<file path="src/rtl/mem_arb_pkg.sv">
// Shared types and constants for the I/D memory arbiter.
package mem_arb_pkg;

  typedef enum logic [1:0] {
    ARB_IDLE,
    ARB_ACCESS,
    ARB_RESP
  } arb_state_t;

  typedef enum logic {
    OWN_I,
    OWN_D
  } arb_owner_t;

  localparam logic ARB_RD = 1'b0;
  localparam logic ARB_WR = 1'b1;

endpackage

</file>
<file path="src/rtl/mem_arbiter_if.sv">
// Bundle of the fetch port, load/store port and RAM port around mem_arbiter.
// slave is the arbiter's view; master is the requesters-plus-RAM view.
interface mem_arbiter_if #(
    parameter int unsigned n    = 32,
    parameter int unsigned alen = 6
);

    // Fetch port
    logic              i_req;
    logic [alen-1:0]   i_addr;
    logic              i_valid;
    logic [n-1:0]      i_rdata;

    // Load/store port
    logic              d_req;
    logic              d_we;
    logic [alen-1:0]   d_addr;
    logic [n-1:0]      d_wdata;
    logic [n/8-1:0]    d_be;
    logic              d_valid;
    logic [n-1:0]      d_rdata;

    // RAM port
    logic              m_en;
    logic              m_we;
    logic [alen-1:0]   m_addr;
    logic [n-1:0]      m_wdata;
    logic [n/8-1:0]    m_be;
    logic [n-1:0]      m_rdata;

    modport slave (
        input  i_req, i_addr,
        output i_valid, i_rdata,
        input  d_req, d_we, d_addr, d_wdata, d_be,
        output d_valid, d_rdata,
        output m_en, m_we, m_addr, m_wdata, m_be,
        input  m_rdata
    );

    modport master (
        output i_req, i_addr,
        input  i_valid, i_rdata,
        output d_req, d_we, d_addr, d_wdata, d_be,
        input  d_valid, d_rdata,
        input  m_en, m_we, m_addr, m_wdata, m_be,
        output m_rdata
    );

endinterface

</file>
<file path="src/rtl/mem_arb_pick.sv">
// Combinational winner select for the arbiter.
// MEM_ARB_RR_EN: round-robin on collision; otherwise fixed priority with D over I.
module mem_arb_pick
    import mem_arb_pkg::*;
(
    input  logic       i_req_i,
    input  logic       d_req_i,
    input  arb_owner_t last_owner_i,
    output logic       grant_valid_o,
    output arb_owner_t grant_owner_o
);

    always_comb begin
        grant_valid_o = i_req_i | d_req_i;
        grant_owner_o = OWN_I;
`ifdef MEM_ARB_RR_EN
        // On a collision the port that did not win last time goes next
        if (i_req_i && d_req_i) begin
            grant_owner_o = (last_owner_i == OWN_I) ? OWN_D : OWN_I;
        end else if (d_req_i) begin
            grant_owner_o = OWN_D;
        end
`else
        if (d_req_i) begin
            grant_owner_o = OWN_D;
        end
`endif
    end

`ifndef MEM_ARB_RR_EN
    logic unused_last_owner;
    assign unused_last_owner = last_owner_i;
`endif

endmodule

</file>
<file path="src/rtl/mem_arbiter.sv">
// Shares one single-port synchronous RAM between the fetch (I) and load/store (D) ports.
// Define MEM_ARB_RR_EN for round-robin collision handling; default is D-over-I priority.
module mem_arbiter #(
    parameter int unsigned n    = 32,
    parameter int unsigned alen = 6
) (
    input  logic          clock,
    input  logic          reset,
    mem_arbiter_if.slave  bus_io,
    output logic          busy
);

    import mem_arb_pkg::*;

    localparam int unsigned BeW = n / 8;

    arb_state_t        state_q;
    arb_owner_t        owner_q;
    logic              we_q;
    logic              m_en_q;
    logic              m_we_q;
    logic [alen-1:0]   m_addr_q;
    logic [n-1:0]      m_wdata_q;
    logic [BeW-1:0]    m_be_q;
    logic              i_valid_q;
    logic              d_valid_q;

    logic              grant_valid;
    arb_owner_t        grant_owner;

    // owner_q doubles as the round-robin pointer: it always names the last granted port
    mem_arb_pick u_pick (
        .i_req_i       (bus_io.i_req),
        .d_req_i       (bus_io.d_req),
        .last_owner_i  (owner_q),
        .grant_valid_o (grant_valid),
        .grant_owner_o (grant_owner)
    );

    always_ff @(posedge clock) begin
        if (reset) begin
            state_q   <= ARB_IDLE;
            owner_q   <= OWN_I;
            we_q      <= ARB_RD;
            m_en_q    <= 1'b0;
            m_we_q    <= 1'b0;
            m_addr_q  <= '0;
            m_wdata_q <= '0;
            m_be_q    <= '0;
            i_valid_q <= 1'b0;
            d_valid_q <= 1'b0;
        end else begin
            unique case (state_q)
                ARB_IDLE: begin
                    if (grant_valid) begin
                        state_q <= ARB_ACCESS;
                        owner_q <= grant_owner;
                        m_en_q  <= 1'b1;
                        if (grant_owner == OWN_D) begin
                            we_q     <= bus_io.d_we;
                            m_we_q   <= bus_io.d_we;
                            m_addr_q <= bus_io.d_addr;
                            if (bus_io.d_we == ARB_WR) begin
                                m_wdata_q <= bus_io.d_wdata;
                                m_be_q    <= bus_io.d_be;
                            end else begin
                                m_be_q    <= '0;
                            end
                        end else begin
                            // Fetches are reads regardless of what the D port drives
                            we_q     <= ARB_RD;
                            m_we_q   <= ARB_RD;
                            m_addr_q <= bus_io.i_addr;
                            m_be_q   <= '0;
                        end
                    end
                end
                ARB_ACCESS: begin
                    state_q   <= ARB_RESP;
                    m_en_q    <= 1'b0;
                    m_we_q    <= 1'b0;
                    m_be_q    <= '0;
                    i_valid_q <= (owner_q == OWN_I);
                    d_valid_q <= (owner_q == OWN_D);
                end
                ARB_RESP: begin
                    state_q   <= ARB_IDLE;
                    i_valid_q <= 1'b0;
                    d_valid_q <= 1'b0;
                end
                default: begin
                    state_q <= ARB_IDLE;
                end
            endcase
        end
    end

    assign bus_io.m_en    = m_en_q;
    assign bus_io.m_we    = m_we_q;
    assign bus_io.m_addr  = m_addr_q;
    assign bus_io.m_wdata = m_wdata_q;
    assign bus_io.m_be    = m_be_q;

    // RAM read data arrives in RESP and is steered straight through to the owner
    assign bus_io.i_valid = i_valid_q;
    assign bus_io.i_rdata = i_valid_q ? bus_io.m_rdata : '0;
    assign bus_io.d_valid = d_valid_q;
    assign bus_io.d_rdata = (d_valid_q && (we_q != ARB_WR)) ? bus_io.m_rdata : '0;

    assign busy = (state_q != ARB_IDLE);

endmodule

</file>
<file path="src/flat_wrapper.sv">
// flat-port wrapper written by rule: the top's interface ports become plain ports
module mem_arbiter_flat import mem_arb_pkg::*;
#(
    parameter int unsigned n    = 32,
    parameter int unsigned alen = 6
)
  (clock, reset, busy, bus_io_i_req, bus_io_i_addr, bus_io_i_valid, bus_io_i_rdata, bus_io_d_req, bus_io_d_we, bus_io_d_addr, bus_io_d_wdata, bus_io_d_be, bus_io_d_valid, bus_io_d_rdata, bus_io_m_en, bus_io_m_we, bus_io_m_addr, bus_io_m_wdata, bus_io_m_be, bus_io_m_rdata);
  mem_arbiter_if #(.n(n), .alen(alen)) bus_io_i ();
  input  logic clock;
  input  logic reset;
  output logic busy;
  input wire logic [$bits(bus_io_i.i_req)-1:0] bus_io_i_req;
  input wire logic [$bits(bus_io_i.i_addr)-1:0] bus_io_i_addr;
  output wire logic [$bits(bus_io_i.i_valid)-1:0] bus_io_i_valid;
  output wire logic [$bits(bus_io_i.i_rdata)-1:0] bus_io_i_rdata;
  input wire logic [$bits(bus_io_i.d_req)-1:0] bus_io_d_req;
  input wire logic [$bits(bus_io_i.d_we)-1:0] bus_io_d_we;
  input wire logic [$bits(bus_io_i.d_addr)-1:0] bus_io_d_addr;
  input wire logic [$bits(bus_io_i.d_wdata)-1:0] bus_io_d_wdata;
  input wire logic [$bits(bus_io_i.d_be)-1:0] bus_io_d_be;
  output wire logic [$bits(bus_io_i.d_valid)-1:0] bus_io_d_valid;
  output wire logic [$bits(bus_io_i.d_rdata)-1:0] bus_io_d_rdata;
  output wire logic [$bits(bus_io_i.m_en)-1:0] bus_io_m_en;
  output wire logic [$bits(bus_io_i.m_we)-1:0] bus_io_m_we;
  output wire logic [$bits(bus_io_i.m_addr)-1:0] bus_io_m_addr;
  output wire logic [$bits(bus_io_i.m_wdata)-1:0] bus_io_m_wdata;
  output wire logic [$bits(bus_io_i.m_be)-1:0] bus_io_m_be;
  input wire logic [$bits(bus_io_i.m_rdata)-1:0] bus_io_m_rdata;
  assign bus_io_i.i_req = bus_io_i_req;
  assign bus_io_i.i_addr = bus_io_i_addr;
  assign bus_io_i_valid = bus_io_i.i_valid;
  assign bus_io_i_rdata = bus_io_i.i_rdata;
  assign bus_io_i.d_req = bus_io_d_req;
  assign bus_io_i.d_we = bus_io_d_we;
  assign bus_io_i.d_addr = bus_io_d_addr;
  assign bus_io_i.d_wdata = bus_io_d_wdata;
  assign bus_io_i.d_be = bus_io_d_be;
  assign bus_io_d_valid = bus_io_i.d_valid;
  assign bus_io_d_rdata = bus_io_i.d_rdata;
  assign bus_io_m_en = bus_io_i.m_en;
  assign bus_io_m_we = bus_io_i.m_we;
  assign bus_io_m_addr = bus_io_i.m_addr;
  assign bus_io_m_wdata = bus_io_i.m_wdata;
  assign bus_io_m_be = bus_io_i.m_be;
  assign bus_io_i.m_rdata = bus_io_m_rdata;
  mem_arbiter #(.n(n), .alen(alen)) u_core (.clock(clock), .reset(reset), .bus_io(bus_io_i), .busy(busy));
endmodule
</file>
<file path="config.mk">
export PLATFORM = sky130hd
export DESIGN_NAME = mem_arbiter_flat
export DESIGN_NICKNAME = d
export VERILOG_FILES = /design/src/rtl/mem_arb_pkg.sv /design/src/rtl/mem_arbiter_if.sv /design/src/rtl/mem_arb_pick.sv /design/src/rtl/mem_arbiter.sv /design/src/flat_wrapper.sv
export SDC_FILE = /design/constraint.sdc
export NUM_CORES = 1
export LEC_CHECK = 0
export BUFFER_PORTS_ARGS = -buffer_cell sky130_fd_sc_hd__clkbuf_2
export CORE_UTILIZATION = 35
export DETAILED_ROUTE_END_ITERATION = 8
export PLACE_DENSITY = 0.76
export REMOVE_ABC_BUFFERS = 1
export SLEW_MARGIN = 20
export SYNTH_ARGS = -nofsm -noshare
export SYNTH_HDL_FRONTEND = slang
export SYNTH_SLANG_ARGS = --single-unit
export TNS_END_PERCENT = 50
</file>
<file path="constraint.sdc">
create_clock -name clock -period 1.6 [get_ports clock]
set_input_delay 0.4 -clock clock [delete_from_list [all_inputs] [get_ports clock]]
set_output_delay 0.4 -clock clock [all_outputs]
set_load 0.01 [all_outputs]
</file>
==> results.ini, run 1 <==
[power_and_ir_drop]
peakVddDrop_v = 0.000603
combPwrFrac_pct = 30.6
seq_power_share_pct = 41.9
power_leakage_nw = 1.97
switchingPower_mw = 1.02
total_power_mw = 3.34
switching_share_pct = 30.6
clockPowerShare_pct = 27.5
p_per_area_mw_per_mm2 = 868
p_int_mw = 2.32

[clock_network]
cts.path.max_buffers = 2
clk_pin_slew_worst_paths_ns = 0.10
cts_tree = built
htreeDepth = 2
cts-root-buf = clkbuf_8
numCtsBuffers = 5
cts.sinks = 50
clock_latency_ns = 0.30
cts_hold_buf = 0

[floorplan]
die_x_um = 84.5
rows = 29
start_util_pct = 36.9
die_area_mm2 = 0.00714
die_y_um = 84.5
core_mm2 = 0.00646
io_pins = 196

[finish]
layout-drive-gt1-share_pct = 50.3
layout.nets = 584
n_antenna_cell = 0
fin_util_pct = 59.5
area_growth_pct = 61.5

[sta]
skew_ns = 0.00665
finalHoldViolations = 0
timing.slew.headroom_pct = 72.5
fin_crit_ns = 1.67
setup_viol = 32
fin_crit_sh_pct = 104
finalHoldWorstSlack_ns = 0.306
tightest_slew_ns = 0.411
fin_ws_ns = -0.0711
final_max_slew_viol_count = 0
clock.fmax_mhz = 598
rsz0062_at_grt = yes

[global_route]
grt_remaining_overflow = 0
grt_pass1_vias = 2507
grt_pass1_wl_um = 11900
grt_usage_pct = 20.8
antenna_found_initial = 0
grt_start_max_net_pins = 33

[logic_synthesis]
ys_ff_latch = 50
synth_top_area_share_pct = 42.0
synth_area_leaders = dfxtp_1, and2_1, nand2_1
ys_seq_area_share_pct = 42.0
syn_inst = 298
synth_area_per_cell_um2 = 7.99
ys_types = 26
yosys.area.top_type = dfxtp_1
yosys_warnings = 0
syn_area_mm2 = 0.00238

[worst_hold_path]
hold_path_class = in2reg

[placement]
dp_hpwl_um = 5620
port_buffers = 195
gp_congestion = 0.753

[worst_setup_path]
setup.worst_path.class = reg2out
cp-start-kind = flip-flop
crit_arrival_ns = 1.27
cp_max_fo = 8
end_kind = output pin
crit_required_ns = 1.20

[route]
vias = 2690
drc_errors = 15
dr.pass1.iters = 6
ant_nets = 0
first_iter_violations = 82
drt_wl_total_um = 7850
drt-vias-per-instance = 4.70
wire_per_inst_um = 13.7

[run_status]
status = finished with violations
violations = DRC, setup timing

[job]
max_cap_violations = 0

## power groups by stage
| stage | logic, mW | registers [mW] | clock network, mW |
|---|---|---|---|
| 2_1_floorplan | 0.397 | 1.47 | 0 |
| 3_5_place_dp | 0.928 | 1.42 | 0 |
| 5_1_grt | 1.12 | 1.41 | 0.990 |
| 4_1_cts | 0.977 | 1.40 | 0.948 |
| 3_3_place_gp | 0.901 | 1.42 | 0 |
| 6_report | 1.02 | 1.40 | 0.918 |
## critical path, cell delays in order, from the launching register on
cell and delay [ns]:
dfxtp_2 0.34, nor2b_4 0.22, buf_6 0.16, and2_1 0.13
buf_2 0.13
## through the flow
stage	setup TNS (ns)	setup WS, ns	cells	instance area (um2)
global placement	0	0.0961	560	3450
CTS	-2.22	-0.0887	572	3650
floorplan	-8.68	-0.186	278	2280
finish	-1.78	-0.0711	572	3840
detailed placement	-0.00192	-0.00192	560	3450
global route	-4.47	-0.149	572	3840
## sequential cells by signal (all words and copies together) (netlist names)
| name | count |
|---|---|
| u_core.bus_io.m_wdata | 32 |
| u_core.bus_io.m_addr | 6 |
| u_core.bus_io.m_be | 4 |
| u_core.state_q | 2 |
| u_core.bus_io.d_valid | 1 |
| u_core.bus_io.i_valid | 1 |
| u_core.bus_io.m_en | 1 |
| u_core.bus_io.m_we | 1 |
| u_core.owner_q | 1 |
| u_core.we_q | 1 |
## placed cells by master (no fill, tap or decap)
cell and count:
clkbuf_2 163, nand2_1 70, dfxtp_1 47, and2_1 41, a21oi_1 35, buf_6 28, and2_4 23, mux2i_1 13
nor2_1 13, buf_2 9, buf_4 7, a211oi_1 6, nand2b_1 6, clkbuf_8 5, ha_1 4, o21ai_0 2
inv_6 2, buf_12 2, dfxtp_2 2, nor2b_4 1, inv_2 1, inv_4 1, inv_1 1, and3_1 1
nand3_1 1, o21a_1 1, and4bb_2 1, nor3b_4 1, a22oi_1 1, nor2b_1 1, o41ai_1 1, or3_1 1
nand3b_1 1, ha_4 1, bufinv_16 1, dfxtp_4 1
## Yosys cell counts
library cell and n:
ha_1 5, nor2_1 13, o41ai_1 1, o21a_1 1
a211oi_1 6, dfxtp_1 50, nand2b_1 6, buf_4 4
nand3b_1 1, a21oi_1 35, o21ai_0 2, buf_1 3
mux2i_1 13, clkbuf_1 7, buf_2 5, inv_1 3
buf_6 1, or3_1 1, nand2_1 70, nor2b_1 2
and3_1 1, nand3_1 1, a22oi_1 1, nor3b_4 1
and4bb_2 1, and2_1 64
## layer usage
layer / vias up / wire length, um / part of all wire (%) / global-route usage (%)
li1: 1353 / - / - / -
met4: 0 / 68 / 0.87 / 5.39
met2: 121 / 4290 / 55 / 40.9
met1: 1210 / 2900 / 37 / 22.5
met3: 6 / 585 / 7.5 / 4.23
met5: - / 0 / 0 / 0
## cell families (layout without fill, tap and decap cells)
logic type,Yosys count,after routing,synth area share [%]
simple gates,161,161,34.4
flops,50,50,42.0
compound gates,46,46,10.7
buf+inv,23,220,4.83
mux,13,13,5.46
fa+ha+maj,5,5,2.63
## layout make-up
cell class	instances	area (um2)
Fill cell	614	2610
Sequential cell	50	1010
Multi-Input combinational cell	225	1340
Clock buffer	5	68.8
Tap cell	77	96.3
Inverter	3	13.8
Clock inverter	3	47.5
Timing Repair Buffer	209	1270
## what timing repair did
item,CTS,global route
cloned,3,0
resized for setup,21,76
buffers inserted,1,0
setup endpoints to repair,34,52
pin swaps,6,19
hold endpoints to repair,0,0
## final timing paths
kind	startpoint	end	slack, ns	cells past startpoint
setup reg to reg	u_core.state_q[0]$_SDFFE_PP0P_	u_core.bus_io.m_be[1]$_SDFFE_PP0P_	0.17	5
hold / removal	bus_io_d_wdata[26]	u_core.bus_io.m_wdata[26]$_SDFFE_PP0P_	0.31	3
setup / recovery	u_core.bus_io.d_valid$_SDFFE_PP0P_	bus_io_d_rdata[12]	-0.07	4
hold reg to reg	u_core.bus_io.m_wdata[26]$_SDFFE_PP0P_	u_core.bus_io.m_wdata[26]$_SDFFE_PP0P_	0.46	2
Power figures use the tool's default switching activity.
==> run 2: changes to the inputs <==
==> constraint.sdc (replaced) <==
create_clock -name clock -period 1.35 [get_ports clock]
set_input_delay 0.3375 -clock clock [delete_from_list [all_inputs] [get_ports clock]]
set_output_delay 0.3375 -clock clock [all_outputs]
set_load 0.01 [all_outputs]
==> results.ini, run 2 (synthesis results as in run 1) <==
[worst_setup_path]
end_kind = output pin
r2r_cells = 8  ; +3
crit_end = bus_io_d_rdata[26]
r2r-end = u_core.we_q$_SDFFE_PP0P_
cp-start-kind = flip-flop
cp-startpoint = u_core.bus_io.d_valid$_SDFFE_PP0P_
setup.worst_path.class = reg2out
crit_arrival_ns = 1.29  ; +0.02 ns
rr_startpoint = u_core.state_q[0]$_SDFFE_PP0P_
cp_max_fo = 8  ; unchanged
crit_required_ns = 1.01  ; -0.19 ns
r2r_slack_ns = -0.02  ; -0.19 ns

[power_and_ir_drop]
p_int_mw = 2.82  ; +22%
power_leakage_nw = 2.08  ; +5.4%
seq_power_share_pct = 41.0  ; -0.9 points
switching_share_pct = 31.0  ; +0.39 points
peakVddDrop_v = 0.000786  ; +30%
p_per_area_mw_per_mm2 = 998  ; +15%
clockPowerShare_pct = 20.8  ; -6.7 points
combPwrFrac_pct = 38.2  ; +7.6 points
switchingPower_mw = 1.27  ; +24%
total_power_mw = 4.09  ; +22%

[finish]
fin_cells = 582  ; +1.7%
n_antenna_cell = 0  ; unchanged
final_cell_mix = clkbuf_2, nand2_1, dfxtp_1
largest_reg_flops = 32  ; unchanged
layout-drive-gt1-share_pct = 55.4  ; +5.1 points
fill_cells = 560  ; -8.8%
layout_commonest_cell = clkbuf_2
area_growth_pct = 72.0
layout.nets = 595  ; +1.9%

[floorplan]
start_util_pct = 36.9  ; unchanged
rows = 29  ; unchanged
io_pins = 196  ; unchanged
die_y_um = 84.5  ; unchanged
die_area_mm2 = 0.00714  ; unchanged
die_x_um = 84.5  ; unchanged
core_mm2 = 0.00646  ; unchanged

[global_route]
grt_remaining_overflow = 0  ; unchanged
grt_usage_pct = 20.2  ; -0.68 points
antenna_found_initial = 0  ; unchanged
grt_start_max_net_pins = 34  ; +3.0%
grt_pass1_vias = 2389  ; -4.7%
grt_pass1_wl_um = 11300  ; -4.6%

[worst_hold_path]
hold_path_class = in2reg
holdPathStages = 3  ; unchanged

[sta]
tightest_slew_ns = 0.333  ; -0.0779 ns
rsz0062_at_grt = yes
fin_crit_sh_pct = 121
fin_ws_ns = -0.280  ; -0.209 ns
skew_ns = 0.00942  ; +0.00276 ns
timing.slew.headroom_pct = 77.8  ; +5.3 points
clock.fmax_mhz = 613
setup_viol = 69  ; +120%
finalHoldViolations = 0  ; unchanged
fin_crit_ns = 1.63
final_max_slew_viol_count = 0  ; unchanged
fin_tns_setup_ns = -12.32  ; -10.54 ns

[route]
ant_nets = 0  ; unchanged
drt-vias-per-instance = 4.73  ; +0.51%
vias = 2751  ; +2.3%
first_iter_violations = 87  ; +6.1%
drc_errors = 15  ; unchanged
drt_wl_total_um = 8130  ; +3.6%
wire_per_inst_um = 14.0  ; +1.8%
dr.pass1.iters = 7  ; +1

[clock_network]
cts.path.max_buffers = 2  ; unchanged
cts.sinks = 50  ; unchanged
cts-root-buf = clkbuf_8
clock_latency_ns = 0.30  ; about the same
clk_pin_slew_worst_paths_ns = 0.09  ; about the same
numCtsBuffers = 5  ; unchanged
htreeDepth = 2  ; unchanged
cts_tree = built

[placement]
dpl.cell_count = 566  ; +1.1%
gp_congestion = 0.758  ; +0.65%
dp_hpwl_um = 5500  ; -2.2%
port_buffers = 195  ; unchanged

[run_status]
status = finished with violations
violations = DRC, setup timing

[job]
max_cap_violations = 0  ; unchanged

## run 2: cell count changes in the layout (fill, tap and decap cells not counted), moves of 3 or more
| cell | before | now |
|---|---|---|
| buf_2 | 9 | 26 |
| clkbuf_2 | 163 | 137 |
| and2_4 | 23 | 30 |
| buf_6 | 28 | 34 |
| buf_4 | 7 | 15 |
| a21oi_1 | 35 | 30 |
| nor2_2 | 0 | 3 |
| and2_1 | 41 | 34 |
| nor2_1 | 13 | 10 |
| a21oi_2 | 0 | 5 |
## run 2: per-layer routing
layer  vias to the layer above  wire length [um]  track usage [%]
met3                        16               560             4.23
met4                         0               178             6.63
met2                       127              4390             39.2
met1                      1232              3000             21.4
met5                         -                 0                0
li1                       1376                 -                -
## run 2: worst min-delay path by stage
stage / slack (ns) / start / end
finish: 0.24 / bus_io_d_wdata[25] / u_core.bus_io.m_wdata[25]$_SDFFE_PP0P_
global route: 0.24 / bus_io_d_wdata[8] / u_core.bus_io.m_wdata[8]$_SDFFE_PP0P_
CTS: 0.23 / bus_io_d_wdata[4] / u_core.bus_io.m_wdata[4]$_SDFFE_PP0P_
detailed placement: 0.45 / u_core.bus_io.m_wdata[3]$_SDFFE_PP0P_ / u_core.bus_io.m_wdata[3]$_SDFFE_PP0P_
global placement: 0.44 / u_core.bus_io.m_wdata[21]$_SDFFE_PP0P_ / u_core.bus_io.m_wdata[21]$_SDFFE_PP0P_
floorplan: 0.41 / reset / u_core.bus_io.d_valid$_SDFFE_PP0P_
## run 2: area by class of cell
type | instances | area, um2 | share of cell area, %
repair buffers | 220 | 1490 | 36.4
multi-input cells | 225 | 1400 | 34.3
flip-flops and latches | 50 | 1010 | 24.6
well taps | 77 | 96.3 | 2.35
clock buffers | 5 | 68.8 | 1.68
clock inverters | 2 | 13.8 | 0.336
inverters | 3 | 13.8 | 0.336
## run 2: through the flow
| step | hold WS, ns | instance area [um2] | util, % | setup WS, ns |
|---|---|---|---|---|
| after floorplan | 0.407 | 2280 | - | -0.373 |
| after global placement | 0.441 | 3510 | 54.3 | -0.0422 |
| after detailed placement | 0.447 | 3510 | 54.3 | -0.143 |
| after CTS | 0.231 | 3720 | 57.5 | -0.275 |
| after global routing | 0.238 | 4100 | 63.4 | -0.321 |
| final | 0.240 | 4100 | 63.4 | -0.280 |
## run 2: power by group through the flow
stage / registers [mW] / clock network (mW) / logic (mW)
finish: 1.68 / 0.851 / 1.56
CTS: 1.67 / 0.885 / 1.27
global placement: 1.68 / 0 / 1.11
floorplan: 1.75 / 0 / 0.471
detailed placement: 1.68 / 0 / 1.14
global route: 1.69 / 0.931 / 1.68
## run 2: worst max-delay path, stage by stage (launching register included)
cell      delay, ns
dfxtp_2        0.33
nor2b_4        0.20
buf_4          0.18
and2_1         0.14
clkbuf_2       0.14
## run 2: repair_timing
item	CTS	global route
endpoints found under the setup margin	79	112
cloned	4	2
setup buffers	2	1
resized for setup	21	135
hold buffers	0	0
pin swaps	4	10
==> run 3: changes to the inputs <==
--- a/config.mk
+++ b/config.mk
@@ -8,6 +8,8 @@
 export BUFFER_PORTS_ARGS = -buffer_cell sky130_fd_sc_hd__clkbuf_2
 export CORE_UTILIZATION = 35
 export DETAILED_ROUTE_END_ITERATION = 8
+export GPL_ROUTABILITY_DRIVEN = 0
+export GPL_TIMING_DRIVEN = 0
 export PLACE_DENSITY = 0.76
 export REMOVE_ABC_BUFFERS = 1
 export SLEW_MARGIN = 20
==> results.ini, run 3 (synthesis results as in run 1) <==
[worst_setup_path]
cp-start-kind = flip-flop
cp_max_fo = 16  ; +8
cp-startpoint = u_core.bus_io.d_valid$_SDFFE_PP0P_
rr_startpoint = u_core.state_q[0]$_SDFFE_PP0P_
end_kind = output pin
crit_buf_inv = 2  ; unchanged
crit_path_cell_trace = nor2b_4 -> buf_12 -> and2_1 -> buf_2
crit_required_ns = 1.01  ; about the same
setup.worst_path.class = reg2out
crit_arrival_ns = 1.24  ; -0.05 ns
crit_slowest_cell = dfxtp_4
path_delay_family = flip-flops
cpPeakStageDelay_ns = 0.37  ; +0.04 ns

[clock_network]
cts-root-buf = clkbuf_8
numCtsBuffers = 5  ; unchanged
clock_latency_ns = 0.30  ; about the same
cts.path.max_buffers = 2  ; unchanged
htreeDepth = 2  ; unchanged
cts.sinks = 50  ; unchanged
clk_pin_slew_worst_paths_ns = 0.10  ; about the same
cts_tree = built

[sta]
fin_crit_sh_pct = 117  ; -3.8 points
rsz0062_at_grt = yes
fin_ws_ns = -0.229  ; +0.0507 ns
setup_viol = 76  ; +10%
clock.fmax_mhz = 633  ; +3.2%
final_max_slew_viol_count = 0  ; unchanged
tightest_slew_ns = 0.621  ; +0.288 ns
timing.slew.headroom_pct = 58.6  ; -19 points
finalHoldWorstSlack_ns = 0.248  ; +0.00816 ns
fin_tns_setup_ns = -10.52  ; +1.80 ns
skew_ns = 0.0114  ; +0.00203 ns
fin_crit_ns = 1.58  ; -0.0507 ns
finalHoldViolations = 0  ; unchanged

[placement]
dpl.cell_count = 550  ; -2.8%
dp_hpwl_um = 5180  ; -5.9%
port_buffers = 195  ; unchanged
place_area_mm2 = 0.00336  ; -4.2%
dpl_worst_slack_ns = -0.566  ; -0.422 ns

[power_and_ir_drop]
combPwrFrac_pct = 37.1  ; -1.1 points
p_per_area_mw_per_mm2 = 1060  ; +6.5%
clockPowerShare_pct = 25.1  ; +4.3 points
seq_power_share_pct = 37.8  ; -3.2 points
p_int_mw = 3.10  ; +10%
peakVddDrop_v = 0.000698  ; -11%
switching_share_pct = 30.1  ; -0.93 points
switchingPower_mw = 1.33  ; +5.3%
total_power_mw = 4.44  ; +8.5%
power_leakage_nw = 2.10  ; +0.85%

[route]
vias = 2775  ; +0.87%
ant_nets = 0  ; unchanged
wire_per_inst_um = 14.5  ; +3.8%
first_iter_violations = 83  ; -4.6%
drt_wl_total_um = 8480  ; +4.3%
drt-vias-per-instance = 4.74  ; +0.36%
dr.pass1.iters = 7  ; unchanged
drc_errors = 15  ; unchanged

[worst_hold_path]
hp-start = bus_io_d_wdata[24]
hold_path_class = in2reg

[run_status]
violations = DRC, setup timing
status = finished with violations

[finish]
final_cell_mix = clkbuf_2, nand2_1, dfxtp_1
fin_util_pct = 64.6  ; +1.2 points
fin_cells = 585  ; +0.52%
layout.nets = 597  ; +0.34%
n_antenna_cell = 0  ; unchanged
design_area_mm2 = 0.00417  ; +1.9%
layout_commonest_cell = clkbuf_2
area_growth_pct = 75.2
largest_reg_flops = 32  ; unchanged
layout-drive-gt1-share_pct = 55.7  ; +0.26 points

[floorplan]
die_area_mm2 = 0.00714  ; unchanged
start_util_pct = 36.9  ; unchanged
rows = 29  ; unchanged
core_mm2 = 0.00646  ; unchanged
die_x_um = 84.5  ; unchanged
die_y_um = 84.5  ; unchanged
io_pins = 196  ; unchanged

[global_route]
grt_usage_pct = 21.5  ; +1.3 points
antenna_found_initial = 0  ; unchanged
grt_pass1_vias = 2486  ; +4.1%
grt_pass1_wl_um = 12000  ; +6.1%
grt_remaining_overflow = 0  ; unchanged
grt_start_max_net_pins = 53  ; +56%

[job]
max_cap_violations = 0  ; unchanged

==> run 3: cell count changes in the layout (fill, tap and decap cells not counted), sizes merged <==
| cell | delta |
|---|---|
| bufinv | +1 |
| clkbuf | +6 |
| buf | -8 |
| nor2b | +1 |
| nand3 | +2 |
| clkinv | -1 |
| and3 | +2 |
==> run 3: worst paths after layout <==
kind                                       endpoint  slack (ns)  cells past startpoint
max                              bus_io_d_rdata[12]       -0.23                      4
min          u_core.bus_io.m_wdata[24]$_SDFFE_PP0P_        0.25                      3
max reg2reg   u_core.bus_io.m_wdata[3]$_SDFFE_PP0P_       -0.03                      7
min reg2reg  u_core.bus_io.m_wdata[15]$_SDFFE_PP0P_        0.46                      2
==> run 3: repair_timing <==
action | CTS | global route
gates resized for setup | 43 | 111
gates cloned | 7 | 2
pin swaps | 5 | 10
endpoints found under the setup margin | 113 | 104
buffers inserted | 13 | 5
hold buffers | 0 | 0
==> run 3: cell type report <==
cell class                      instances  area (um2)
Clock buffer                            6        82.6
Clock inverter                          2        38.8
Fill cell                             575        2290
Inverter                                3        13.8
Multi-Input combinational cell        230        1510
Sequential cell                        50        1010
Tap cell                               77        96.3
Timing Repair Buffer                  217        1420
==> run 3: worst min-delay path: stages <==
cell      delay, ns
clkbuf_2       0.08
nand2_1        0.04
a21oi_1        0.05
==> run 3: layer usage <==
| metal | share of wire [%] | up-vias | global-route usage [%] |
|---|---|---|---|
| met2 | 54 | 113 | 41.2 |
| li1 | - | 1393 | - |
| met5 | 0 | - | 0 |
| met3 | 6.1 | 9 | 4.33 |
| met1 | 39 | 1260 | 23.9 |
| met4 | 0.97 | 0 | 5.55 |
==> run 3: power by group through the flow <==
stage | combinational (mW) | clock, mW | sequential (mW)
6_report | 1.65 | 1.11 | 1.68
5_1_grt | 1.77 | 1.19 | 1.69
4_1_cts | 1.35 | 1.15 | 1.67
3_5_place_dp | 0.999 | 0 | 1.72
3_3_place_gp | 0.977 | 0 | 1.71
2_1_floorplan | 0.471 | 0 | 1.75
